$ cat config.mk
export PLATFORM = sky130hd
export DESIGN_NAME = control_loop_pid_math
export DESIGN_NICKNAME = d
export VERILOG_FILES = /design/src/rtl/control_loop_pid_math.sv
export SDC_FILE = /design/constraint.sdc
export NUM_CORES = 2
export LEC_CHECK = 0
export CAP_MARGIN = 20
export CORE_UTILIZATION = 60
export CTS_BUF_LIST = sky130_fd_sc_hd__clkbuf_4
export CTS_CLUSTER_DIAMETER = 100
export DETAILED_ROUTE_END_ITERATION = 10
export GPL_ROUTABILITY_DRIVEN = 0
export HOLD_SLACK_MARGIN = 0.03
export PLACE_DENSITY = 0.82
export SYNTH_ARGS = -nofsm -noshare
export SYNTH_HDL_FRONTEND = slang
export SYNTH_SLANG_ARGS = --single-unit
$ cat constraint.sdc
create_clock -name clk -period 12.1 [get_ports clk]
set_input_delay 1.815 -clock clk [delete_from_list [all_inputs] [get_ports clk]]
set_output_delay 1.815 -clock clk [all_outputs]
set_load 0.03 [all_outputs]
$ cat src/rtl/control_loop_pid_math.sv
// Sequential PID math: one shared Booth multiplier and saturating Q-format arithmetic.
// Define CONTROL_LOOP_DERIV_EN to add the derivative term (cl_D, e_prev2 ports and CALC_ED state).

module boothmul #(
  parameter int A1_LEN    = 64,
  parameter int A2_LEN    = 64,
  parameter int A2LEN_SIZ = 7
) (
  input  logic                             clk,
  input  logic                             rst,
  input  logic                             arm,
  input  logic signed [A1_LEN-1:0]         a1,
  input  logic signed [A2_LEN-1:0]         a2,
  output logic signed [A1_LEN+A2_LEN-1:0]  outn,
  output logic                             fin
);
  localparam int PW = A1_LEN + A2_LEN + 2;

  logic signed [PW-1:0]     p;
  logic [A2LEN_SIZ-1:0]     cnt;
  logic                     busy;
  logic signed [A1_LEN:0]   a1x;
  logic signed [A1_LEN:0]   upper;
  logic signed [A1_LEN:0]   upper_nx;

  // Upper accumulator carries one guard bit so adding the most negative a1 cannot overflow
  always_comb begin
    a1x      = {a1[A1_LEN-1], a1};
    upper    = p[PW-1 -: A1_LEN+1];
    upper_nx = upper;
    case (p[1:0])
      2'b01:   upper_nx = upper + a1x;
      2'b10:   upper_nx = upper - a1x;
      default: upper_nx = upper;
    endcase
  end

  always_ff @(posedge clk) begin
    if (rst) begin
      p    <= '0;
      cnt  <= '0;
      busy <= 1'b0;
      fin  <= 1'b0;
    end else if (busy) begin
      p <= $signed({upper_nx, p[A2_LEN:0]}) >>> 1;
      if (cnt == A2LEN_SIZ'(A2_LEN - 1)) begin
        busy <= 1'b0;
        fin  <= 1'b1;
      end else begin
        cnt <= cnt + 1'b1;
      end
    end else if (fin) begin
      if (!arm) fin <= 1'b0;
    end else if (arm) begin
      p    <= {{(A1_LEN+1){1'b0}}, a2, 1'b0};
      cnt  <= '0;
      busy <= 1'b1;
    end
  end

  assign outn = p[A1_LEN+A2_LEN:1];
endmodule

module control_loop_pid_math #(
  parameter int CONSTS_WHOLE    = 21,
  parameter int CONSTS_FRAC     = 43,
  parameter int CONSTS_SIZ      = 7,
  parameter int ADC_WID         = 18,
  parameter int DAC_WID         = 20,
  parameter int CYCLE_COUNT_WID = 18,
  parameter logic signed [CONSTS_WHOLE+CONSTS_FRAC-1:0] SEC_PER_CYCLE = 64'sd87961,
  parameter logic signed [CONSTS_WHOLE+CONSTS_FRAC-1:0] ADC_TO_DAC    = 64'sd2251799813685
) (
  input  logic                                        clk,
  input  logic                                        rst,
  input  logic                                        arm,
  output logic                                        finished,
  input  logic signed [ADC_WID-1:0]                   setpt,
  input  logic signed [ADC_WID-1:0]                   measured,
  input  logic signed [CONSTS_WHOLE+CONSTS_FRAC-1:0]  cl_P,
  input  logic signed [CONSTS_WHOLE+CONSTS_FRAC-1:0]  cl_I,
`ifdef CONTROL_LOOP_DERIV_EN
  input  logic signed [CONSTS_WHOLE+CONSTS_FRAC-1:0]  cl_D,
  input  logic signed [DAC_WID:0]                     e_prev2,
`endif
  input  logic [CYCLE_COUNT_WID-1:0]                  cycles,
  input  logic signed [DAC_WID:0]                     e_prev,
  input  logic signed [CONSTS_WHOLE+CONSTS_FRAC-1:0]  adjval_prev,
  input  logic signed [CONSTS_WHOLE+CONSTS_FRAC-1:0]  adj_min,
  input  logic signed [CONSTS_WHOLE+CONSTS_FRAC-1:0]  adj_max,
  output logic signed [DAC_WID:0]                     e_cur,
  output logic signed [CONSTS_WHOLE+CONSTS_FRAC-1:0]  adj_val,
  output logic                                        clamped
);
  localparam int CONSTS_WID = CONSTS_WHOLE + CONSTS_FRAC;
  localparam int E_WID      = DAC_WID + 1;
  localparam int PROD_WID   = 2 * CONSTS_WID;
  localparam logic signed [CONSTS_WID-1:0] Q_MAX = {1'b0, {(CONSTS_WID-1){1'b1}}};
  localparam logic signed [CONSTS_WID-1:0] Q_MIN = {1'b1, {(CONSTS_WID-1){1'b0}}};

  typedef enum logic [3:0] {
    IDLE, CALC_E, CALC_DT, CALC_IDT, CALC_EI, CALC_EP,
`ifdef CONTROL_LOOP_DERIV_EN
    CALC_ED,
`endif
    SUM, CLAMP, DONE
  } state_t;

  function automatic logic signed [CONSTS_WID-1:0] sat_add(
    input logic signed [CONSTS_WID-1:0] a, input logic signed [CONSTS_WID-1:0] b);
    logic signed [CONSTS_WID:0] s;
    s = {a[CONSTS_WID-1], a} + {b[CONSTS_WID-1], b};
    if (s[CONSTS_WID] != s[CONSTS_WID-1]) return s[CONSTS_WID] ? Q_MIN : Q_MAX;
    return s[CONSTS_WID-1:0];
  endfunction

  function automatic logic signed [CONSTS_WID-1:0] sat_sub(
    input logic signed [CONSTS_WID-1:0] a, input logic signed [CONSTS_WID-1:0] b);
    logic signed [CONSTS_WID:0] s;
    s = {a[CONSTS_WID-1], a} - {b[CONSTS_WID-1], b};
    if (s[CONSTS_WID] != s[CONSTS_WID-1]) return s[CONSTS_WID] ? Q_MIN : Q_MAX;
    return s[CONSTS_WID-1:0];
  endfunction

  // Drop the extra fractional bits of a Q*Q product, then saturate back to Q width
  function automatic logic signed [CONSTS_WID-1:0] sat_prod(input logic signed [PROD_WID-1:0] p);
    logic signed [PROD_WID-1:0]        sh;
    logic [PROD_WID-CONSTS_WID:0]      hi;
    sh = p >>> CONSTS_FRAC;
    hi = sh[PROD_WID-1:CONSTS_WID-1];
    if (&hi || ~|hi) return sh[CONSTS_WID-1:0];
    return sh[PROD_WID-1] ? Q_MIN : Q_MAX;
  endfunction

  function automatic logic signed [E_WID-1:0] to_e(input logic signed [CONSTS_WID-1:0] q);
    logic signed [CONSTS_WID-1:0]  ip;
    logic [CONSTS_WID-E_WID:0]     hi;
    ip = q >>> CONSTS_FRAC;
    hi = ip[CONSTS_WID-1:E_WID-1];
    if (&hi || ~|hi) return ip[E_WID-1:0];
    return ip[CONSTS_WID-1] ? {1'b1, {(E_WID-1){1'b0}}} : {1'b0, {(E_WID-1){1'b1}}};
  endfunction

  state_t                       state, next_st;
  logic                         is_calc;
  logic                         mul_arm, mul_fin, mul_done;
  logic signed [CONSTS_WID-1:0] mul_a, mul_b, prod_q;
  logic signed [PROD_WID-1:0]   mul_out;
  logic signed [CONSTS_WID-1:0] dt_r, idt_r, pei_r, pep_r, sum_r, sum_nx;
  logic signed [ADC_WID:0]      diff;
  logic signed [CONSTS_WID-1:0] diff_q, cycles_q, e_cur_q, e_prev_q;
`ifdef CONTROL_LOOP_DERIV_EN
  logic signed [CONSTS_WID-1:0] ped_r, e_prev2_q, dd_q;
`endif

  boothmul #(
    .A1_LEN    (CONSTS_WID),
    .A2_LEN    (CONSTS_WID),
    .A2LEN_SIZ (CONSTS_SIZ)
  ) u_mul (
    .clk  (clk),
    .rst  (rst),
    .arm  (mul_arm),
    .a1   (mul_a),
    .a2   (mul_b),
    .outn (mul_out),
    .fin  (mul_fin)
  );

  // Integer-valued operands are promoted to Q format before entering the multiplier
  always_comb begin
    diff     = {setpt[ADC_WID-1], setpt} - {measured[ADC_WID-1], measured};
    diff_q   = CONSTS_WID'(diff) <<< CONSTS_FRAC;
    cycles_q = CONSTS_WID'(cycles) << CONSTS_FRAC;
    e_cur_q  = CONSTS_WID'(e_cur) <<< CONSTS_FRAC;
    e_prev_q = CONSTS_WID'(e_prev) <<< CONSTS_FRAC;
`ifdef CONTROL_LOOP_DERIV_EN
    e_prev2_q = CONSTS_WID'(e_prev2) <<< CONSTS_FRAC;
    dd_q      = sat_add(sat_sub(sat_sub(e_cur_q, e_prev_q), e_prev_q), e_prev2_q);
`endif
    mul_done = mul_arm && mul_fin;
    prod_q   = sat_prod(mul_out);
  end

  always_comb begin
    mul_a   = '0;
    mul_b   = '0;
    next_st = IDLE;
    is_calc = 1'b0;
    case (state)
      CALC_E:   begin mul_a = diff_q;        mul_b = ADC_TO_DAC; next_st = CALC_DT;  is_calc = 1'b1; end
      CALC_DT:  begin mul_a = SEC_PER_CYCLE; mul_b = cycles_q;   next_st = CALC_IDT; is_calc = 1'b1; end
      CALC_IDT: begin mul_a = cl_I;          mul_b = dt_r;       next_st = CALC_EI;  is_calc = 1'b1; end
      CALC_EI:  begin mul_a = sat_add(cl_P, idt_r); mul_b = e_cur_q; next_st = CALC_EP; is_calc = 1'b1; end
`ifdef CONTROL_LOOP_DERIV_EN
      CALC_EP:  begin mul_a = cl_P;          mul_b = e_prev_q;   next_st = CALC_ED;  is_calc = 1'b1; end
      CALC_ED:  begin mul_a = cl_D;          mul_b = dd_q;       next_st = SUM;      is_calc = 1'b1; end
`else
      CALC_EP:  begin mul_a = cl_P;          mul_b = e_prev_q;   next_st = SUM;      is_calc = 1'b1; end
`endif
      default:  begin mul_a = '0; mul_b = '0; next_st = IDLE; is_calc = 1'b0; end
    endcase
  end

  always_comb begin
    sum_nx = sat_sub(sat_add(adjval_prev, pei_r), pep_r);
`ifdef CONTROL_LOOP_DERIV_EN
    sum_nx = sat_add(sum_nx, ped_r);
`endif
  end

  always_ff @(posedge clk) begin
    if (rst) begin
      state    <= IDLE;
      finished <= 1'b0;
      clamped  <= 1'b0;
      e_cur    <= '0;
      adj_val  <= '0;
      mul_arm  <= 1'b0;
      dt_r     <= '0;
      idt_r    <= '0;
      pei_r    <= '0;
      pep_r    <= '0;
      sum_r    <= '0;
`ifdef CONTROL_LOOP_DERIV_EN
      ped_r    <= '0;
`endif
    end else if (is_calc) begin
      // Multiplier arm drops after each product and re-rises only once its fin has cleared
      if (mul_done) begin
        mul_arm <= 1'b0;
        state   <= next_st;
        case (state)
          CALC_E:   e_cur <= to_e(prod_q);
          CALC_DT:  dt_r  <= prod_q;
          CALC_IDT: idt_r <= prod_q;
          CALC_EI:  pei_r <= prod_q;
          CALC_EP:  pep_r <= prod_q;
`ifdef CONTROL_LOOP_DERIV_EN
          CALC_ED:  ped_r <= prod_q;
`endif
          default:  ;
        endcase
      end else if (!mul_arm && !mul_fin) begin
        mul_arm <= 1'b1;
      end
    end else begin
      case (state)
        IDLE: if (arm) state <= CALC_E;
        SUM: begin
          sum_r <= sum_nx;
          state <= CLAMP;
        end
        CLAMP: begin
          if (adj_min > adj_max) begin
            adj_val <= adj_min;
            clamped <= 1'b1;
          end else if (sum_r < adj_min) begin
            adj_val <= adj_min;
            clamped <= 1'b1;
          end else if (sum_r > adj_max) begin
            adj_val <= adj_max;
            clamped <= 1'b1;
          end else begin
            adj_val <= sum_r;
            clamped <= 1'b0;
          end
          finished <= 1'b1;
          state    <= DONE;
        end
        DONE: if (!arm) begin
          finished <= 1'b0;
          state    <= IDLE;
        end
        default: state <= IDLE;
      endcase
    end
  end
endmodule

# Yosys cells after proc, flatten, opt, wreduce, memory -nomap -nowiden
# Cells that the tools add are included.
# Widths: inputs -> output; s select.
classes:
  add_sub_neg: 7
  n_mul: 0
  n_div: 0
  magnitude_cmp: 3
  n_eq_ne: 21
  n_shift: 0
  muxes: 57
  n_bitwise: 1
  reduce_logical: 25
op_table:
  columns: ["cell", "count"]
  rows:
  - ["$mux 64", 15]
  - ["$pmux 64 s5", 2]
  - ["$mux 130", 3]
  - ["$add 64x64->65", 2]
  - ["$pmux 65 s2", 1]
  - ["$gt 64x64->1", 2]
  - ["$add 65x64->65", 1]
  - ["$sub 64x64->65", 1]
  - ["$sub 65x64->65", 1]
  - ["$lt 64x64->1", 1]
  - ["$mux 21", 2]
  - ["$mux 7", 4]
  - ["$reduce_and 3->1", 8]
  - ["$mux 1", 23]
  - ["$reduce_and 22->1", 1]
  - ["$reduce_or 22->1", 1]
  - ["$sub 18x18->19", 1]
  - ["$eq 4x3->1 const B", 4]
  - ["$mux 4", 4]
  - ["$pmux 4 s4", 1]
  - ["$pmux 3 s5", 1]
  - ["$eq 4x2->1 const B", 2]
  - ["$ne 2x2->1 const B", 4]
  - ["$reduce_and 2->1", 4]
  - ["17 further kinds", 25]
word_totals:
  register_bits: 551
  latch_bits: 0
  ram_bits: 0
  mem_bits_ro: 0
  in_bits: 398
  out_inout_bits: 87
  word_cells: 129
  n_memories: 0

# Depth between registers and ports, before layout
depth:
  word_depth: 9
  mapped_depth: 48
  ltp_nobuf: 43

# Cells and area by module
# From an unflattened synthesis, not the netlist that was laid out.
hier_totals:
  hier_cells: 6353
  hier_area_um2: 47968.5
modules_own_cells:
  columns: ["module", "n_inst", "cells_each", "area_each_um2", "seq_area_each_um2"]
  rows:
  - ["control_loop_pid_math", 1, 4639, 35913.2, 8247.9]
  - ["boothmul", 1, 1714, 12055.3, 2762.6]

# Worst setup path after synthesis
# OpenSTA, ideal clock, no wires.
synth_path:
  kind: "input to register"
  startpoint: "input cl_P[28]"
  endpoint: "register u_mul.p[126]"
  setup_time_ns: 0.128
  t_arrival_ns: 10.780
  t_required_ns: 11.972
  slack_ns: 1.192
  cell_stages: 45
  path_buffers: 5
  path_cell_list: "ha_1 -> clkbuf_1 -> nand4_1 -> or4_1 -> o41a_1 -> o21a_1 -> a211oi_1 -> o211ai_1 -> a21boi_0 -> o21ai_0 -> nand2b_1 -> a21oi_1 -> xnor2_1 -> ha_1 -> clkbuf_1 -> clkinv_1 -> a21oi_2 -> nand2b_1 -> [... 9 more ...] -> buf_2 -> nor3b_2 -> a31oi_1 -> xnor2_1 -> ha_1 -> a21o_1 -> a21o_1 -> a211o_1 -> or3_1 -> o221a_2 -> o31a_1 -> o21a_1 -> a21o_1 -> a21o_1 -> a21oi_1 -> xnor2_1 -> a222oi_1 -> nor2_1"
synth_via:
  elab_chain_cells: 9
  word_cells_on_any_way: 12
  cone_classes: "add/sub (3); eq/ne (1); mux (8)"
synth_rtl:
  columns: ["item", "line_no", "text"]
  rows:
  - ["start: declaration", "80", "input logic signed [CONSTS_WHOLE+CONSTS_FRAC-1:0] cl_P,"]
  - ["$add 64x64->65", "112", "s = {a[CONSTS_WID-1], a} + {b[CONSTS_WID-1], b};"]
  - ["$ne 1x1->1", "113", "if (s[CONSTS_WID] != s[CONSTS_WID-1]) return s[CONSTS_WID] ? Q_MIN : Q_MAX;"]
  - ["$mux 1", "113", null]
  - ["$mux 1", "190", "case (state)"]
  - ["$mux 64", "114", "return s[CONSTS_WID-1:0];"]
  - ["$pmux 64 s5 *", "190", null]
  - ["$sub 65x64->65 or $add 65x64->65 (tied branches)", "33, 32", null]
  - ["$pmux 65 s2 *", "31", "case (p[1:0])"]
  - ["$mux 130 *", "44", "end else if (busy) begin"]
  - ["end signal: assignment", "45", "p <= $signed({upper_nx, p[A2_LEN:0]}) >>> 1;"]
  - ["end signal: assignment", "55", "p <= {{(A1_LEN+1){1'b0}}, a2, 1'b0};"]
  - ["end: declaration", "19", "logic signed [PW-1:0] p;"]
# Every way passes the cells marked *; elsewhere a longest branch is shown, timed or not. The select of a mux whose other input is x is not followed.
# A chain may end at the register's enable or synchronous reset.

# Final worst setup path
layout_path:
  startpoint: "input cl_P[22]"
  endpoint: "register u_mul.p[126]"
# The elaborated chain is that of the path after synthesis.

==> impl_metrics.yaml <==
worst_hold_path:
  hp-class: "flip-flop to flip-flop"
timing:
  rsz0062_at_grt: "false"
  hold_ws_ns: 0.448
  drv_slew: 0
  finalSetupViolCount: 0
  tightest_slew_ns: 1.29
  min_period_over_period: 0.922
  fin_skew_ns: 0.105
  finalHoldViolations: 0
  max_slew_margin: 0.140
  min_period_ns: 11.16
  max_freq_mhz: 89.6
  setup_tns_ns: 0
power_and_ir_drop:
  p_sw_mw: 1.78
  p_leak_nw: 22.2
  ir_drop_v: 0.0000738
  pwr-share-seq: 0.365
  pwr-share-clk: 0.331
  p_sw_frac: 0.357
  internal_power_mw: 3.21
  comb_power_share: 0.304
  power_density_mw_per_mm2: 93.6
floorplan:
  rows: 101
  initial_utilization: 0.607
  die_area_mm2: 0.0779
  core_mm2: 0.0759
  ioPinCount: 485
  die_h_um: 279
  die_x_um: 279
logic_synthesis:
  synth_nets: 7072
  synth_edf_count: 0
  synth_area_mm2: 0.0461
  ys_types: 111
  ys.flop_type: "dfxtp_1"
  ys_seq_area_frac: 0.239
  synthArstFlopShare: 0
  synth_warnings: 0
  synth_top_area_share: 0.239
  synth_top_cell_by_area: "dfxtp_1"
  synth_area_per_cell_um2: 7.43
  yosysMostFrequentCell: "nand2_1"
  synth-seq-cells: 550
  synth_cells: 6197
  synth_area_leaders: "dfxtp_1 (24%), ha_1 (13%), a21oi_1 (8.4%)"
  ys_top_cells_by_count: "nand2_1 (832), a21oi_1 (776), dfxtp_1 (550)"
cells_and_area:
  fin_area_mm2: 0.0533
  regArea_mm2: 0.0110
  area_growth_pct: 15.8
  fin_nets: 7418
  nFillCells: 6360
  multiInputGateArea_mm2: 0.0327
  layout-drive-gt1-share: 0.0609
worst_setup_path:
  cp-start-kind: "input port"
  max_stage_delay_ns: 0.61
  criticalPathCategory: "input port to flip-flop"
  cp_max_fo: 13
  cp.required_ns: 12.98
  crit_arrival_ns: 12.03
  setup.worst_path.end_class: "flip-flop"
  crit_slowest_cell: "or4_1"
  critical-path-top-delay-family: "compound AO/OA/AOI/OAI gates"
  worst-path-buf-inv: 2
global_route:
  grt_pass1_wl_um: 255000
  antenna_found_initial: 15
  track_usage: 0.412
  grt_pass1_vias: 46800
  overflow: 0
  grt_max_degree: 230
cts:
  cts_max_level: 4
  cts.sinks: 550
  cts_root_buffer: "clkbuf_4"
  clk_pin_slew_ns: 0.07
  cts_resized: 0
  cts_setup_buffers: 0
  clkLatencyLatePin_ns: 1.02
  cts_buffers: 149
  tritoncts: "yes"
  clock_path_buffers: 3
  cts_hold_buf: 0
routing:
  wirelength_um: 168000
  postRouteAntennaNets: 0
  wl_per_cell_um: 21.8
  first_pass_iters: 11
  drc: 0
  post_drt_via_cell_ratio: 6.54
  drt_iter0_drc: 6569
  num_vias: 50200
placed_design:
  place_area_mm2: 0.0515
  dp_hpwl_um: 128000
  port_buffers: 484
job:
  maxCapViolations: 0
outcome:
  status: "completed"
## final timing paths
kind,from,to,slack (ns),cells after the start
setup / recovery,cl_P[22],u_mul.p[126]$_SDFFE_PP0P_,0.94,40
hold / removal,dt_r[4]$_SDFFE_PP0P_,dt_r[4]$_SDFFE_PP0P_,0.45,2
setup reg to reg,idt_r[22]$_SDFFE_PP0P_,u_mul.p[126]$_SDFFE_PP0P_,1.88,39
hold reg to reg,dt_r[4]$_SDFFE_PP0P_,dt_r[4]$_SDFFE_PP0P_,0.45,2
## flip-flops by register name, summed over array words and instances (netlist names)
register	count
sum_r	64
mul_arm	1
state	4
u_mul.busy	1
adj_val	64
clamped	1
idt_r	64
e_cur	21
finished	1
u_mul.cnt	7
pei_r	64
pep_r	64
u_mul.p	129
dt_r	64
u_mul.fin	1
## worst min-delay path, delay by kind of cell, from the launching register on
kind | cells | cell delay (ns)
flops | 1 | 0.30
compound gates | 1 | 0.05
simple gates | 1 | 0.05
## layout by cell type (no fill, tap or decap), types with 100 or more instances in the layout
cell	netlist	routed
nand2_1	832	830
a21oi_1	776	775
dfxtp_1	550	548
clkdlybuf4s50_1	0	483
nor2_1	480	472
ha_1	472	471
inv_1	296	296
o21ai_0	254	254
a21o_1	245	245
clkbuf_4	0	204
nand3_1	208	203
xnor2_1	131	131
xor2_1	125	125
nand4_1	113	113
a211oi_1	100	100
## area by class of cell
class,instances,share of cell area
clock inverter,38,0.00465
inverter,299,0.0211
tap,1030,0.0242
antenna,10,0.000469
clock buffer,204,0.0287
timing repair buffer,553,0.102
sequential,550,0.207
multi-input combinational,4990,0.612
## per-layer routing
| metal | track usage | vias to the layer above | routed length, um |
|---|---|---|---|
| li1 | - | 23400 | - |
| met5 | 0 | - | 118 |
| met3 | 0.107 | 649 | 20500 |
| met1 | 0.502 | 23100 | 63100 |
| met4 | 0.267 | 16 | 11200 |
| met2 | 0.641 | 3073 | 72700 |
## power groups by stage
stage               sequential, mW  clock [mW]  combinational (mW)
finish                        1.82        1.65                1.52
global route                  1.82        1.76                1.61
CTS                           1.82        1.67                1.46
detailed placement            1.86           0                1.46
global placement              1.86           0                1.44
floorplan                     1.86           0               0.944
## cell families (layout without fill, tap and decap cells)
group / Yosys count / count (layout) / synth area share
AO/OA/AOI/OAI: 2070 / 2070 / 0.295
AND/OR/NAND/NOR: 2085 / 2085 / 0.209
flip-flops: 550 / 550 / 0.239
XOR/XNOR: 256 / 256 / 0.0487
multiplexers: 91 / 91 / 0.0199
buffers and inverters: 657 / 1094 / 0.0552
other: 0 / 10 / 0
adder cells (fa/ha/maj): 488 / 488 / 0.133
## per-stage QoR
| stage | total power, mW | cells | worst slack [ns] | utilization |
|---|---|---|---|---|
| after floorplan | 2.80 | 6197 | 1.19 | - |
| after global placement | 3.30 | 7419 | 0.304 | 0.678 |
| after detailed placement | 3.32 | 7420 | 0.215 | 0.678 |
| after CTS | 4.95 | 7662 | 1.29 | 0.701 |
| after global routing | 5.20 | 7669 | 0.441 | 0.702 |
| final | 4.99 | 7674 | 0.942 | 0.702 |
No activity file was read; power rests on OpenSTA's default activity.
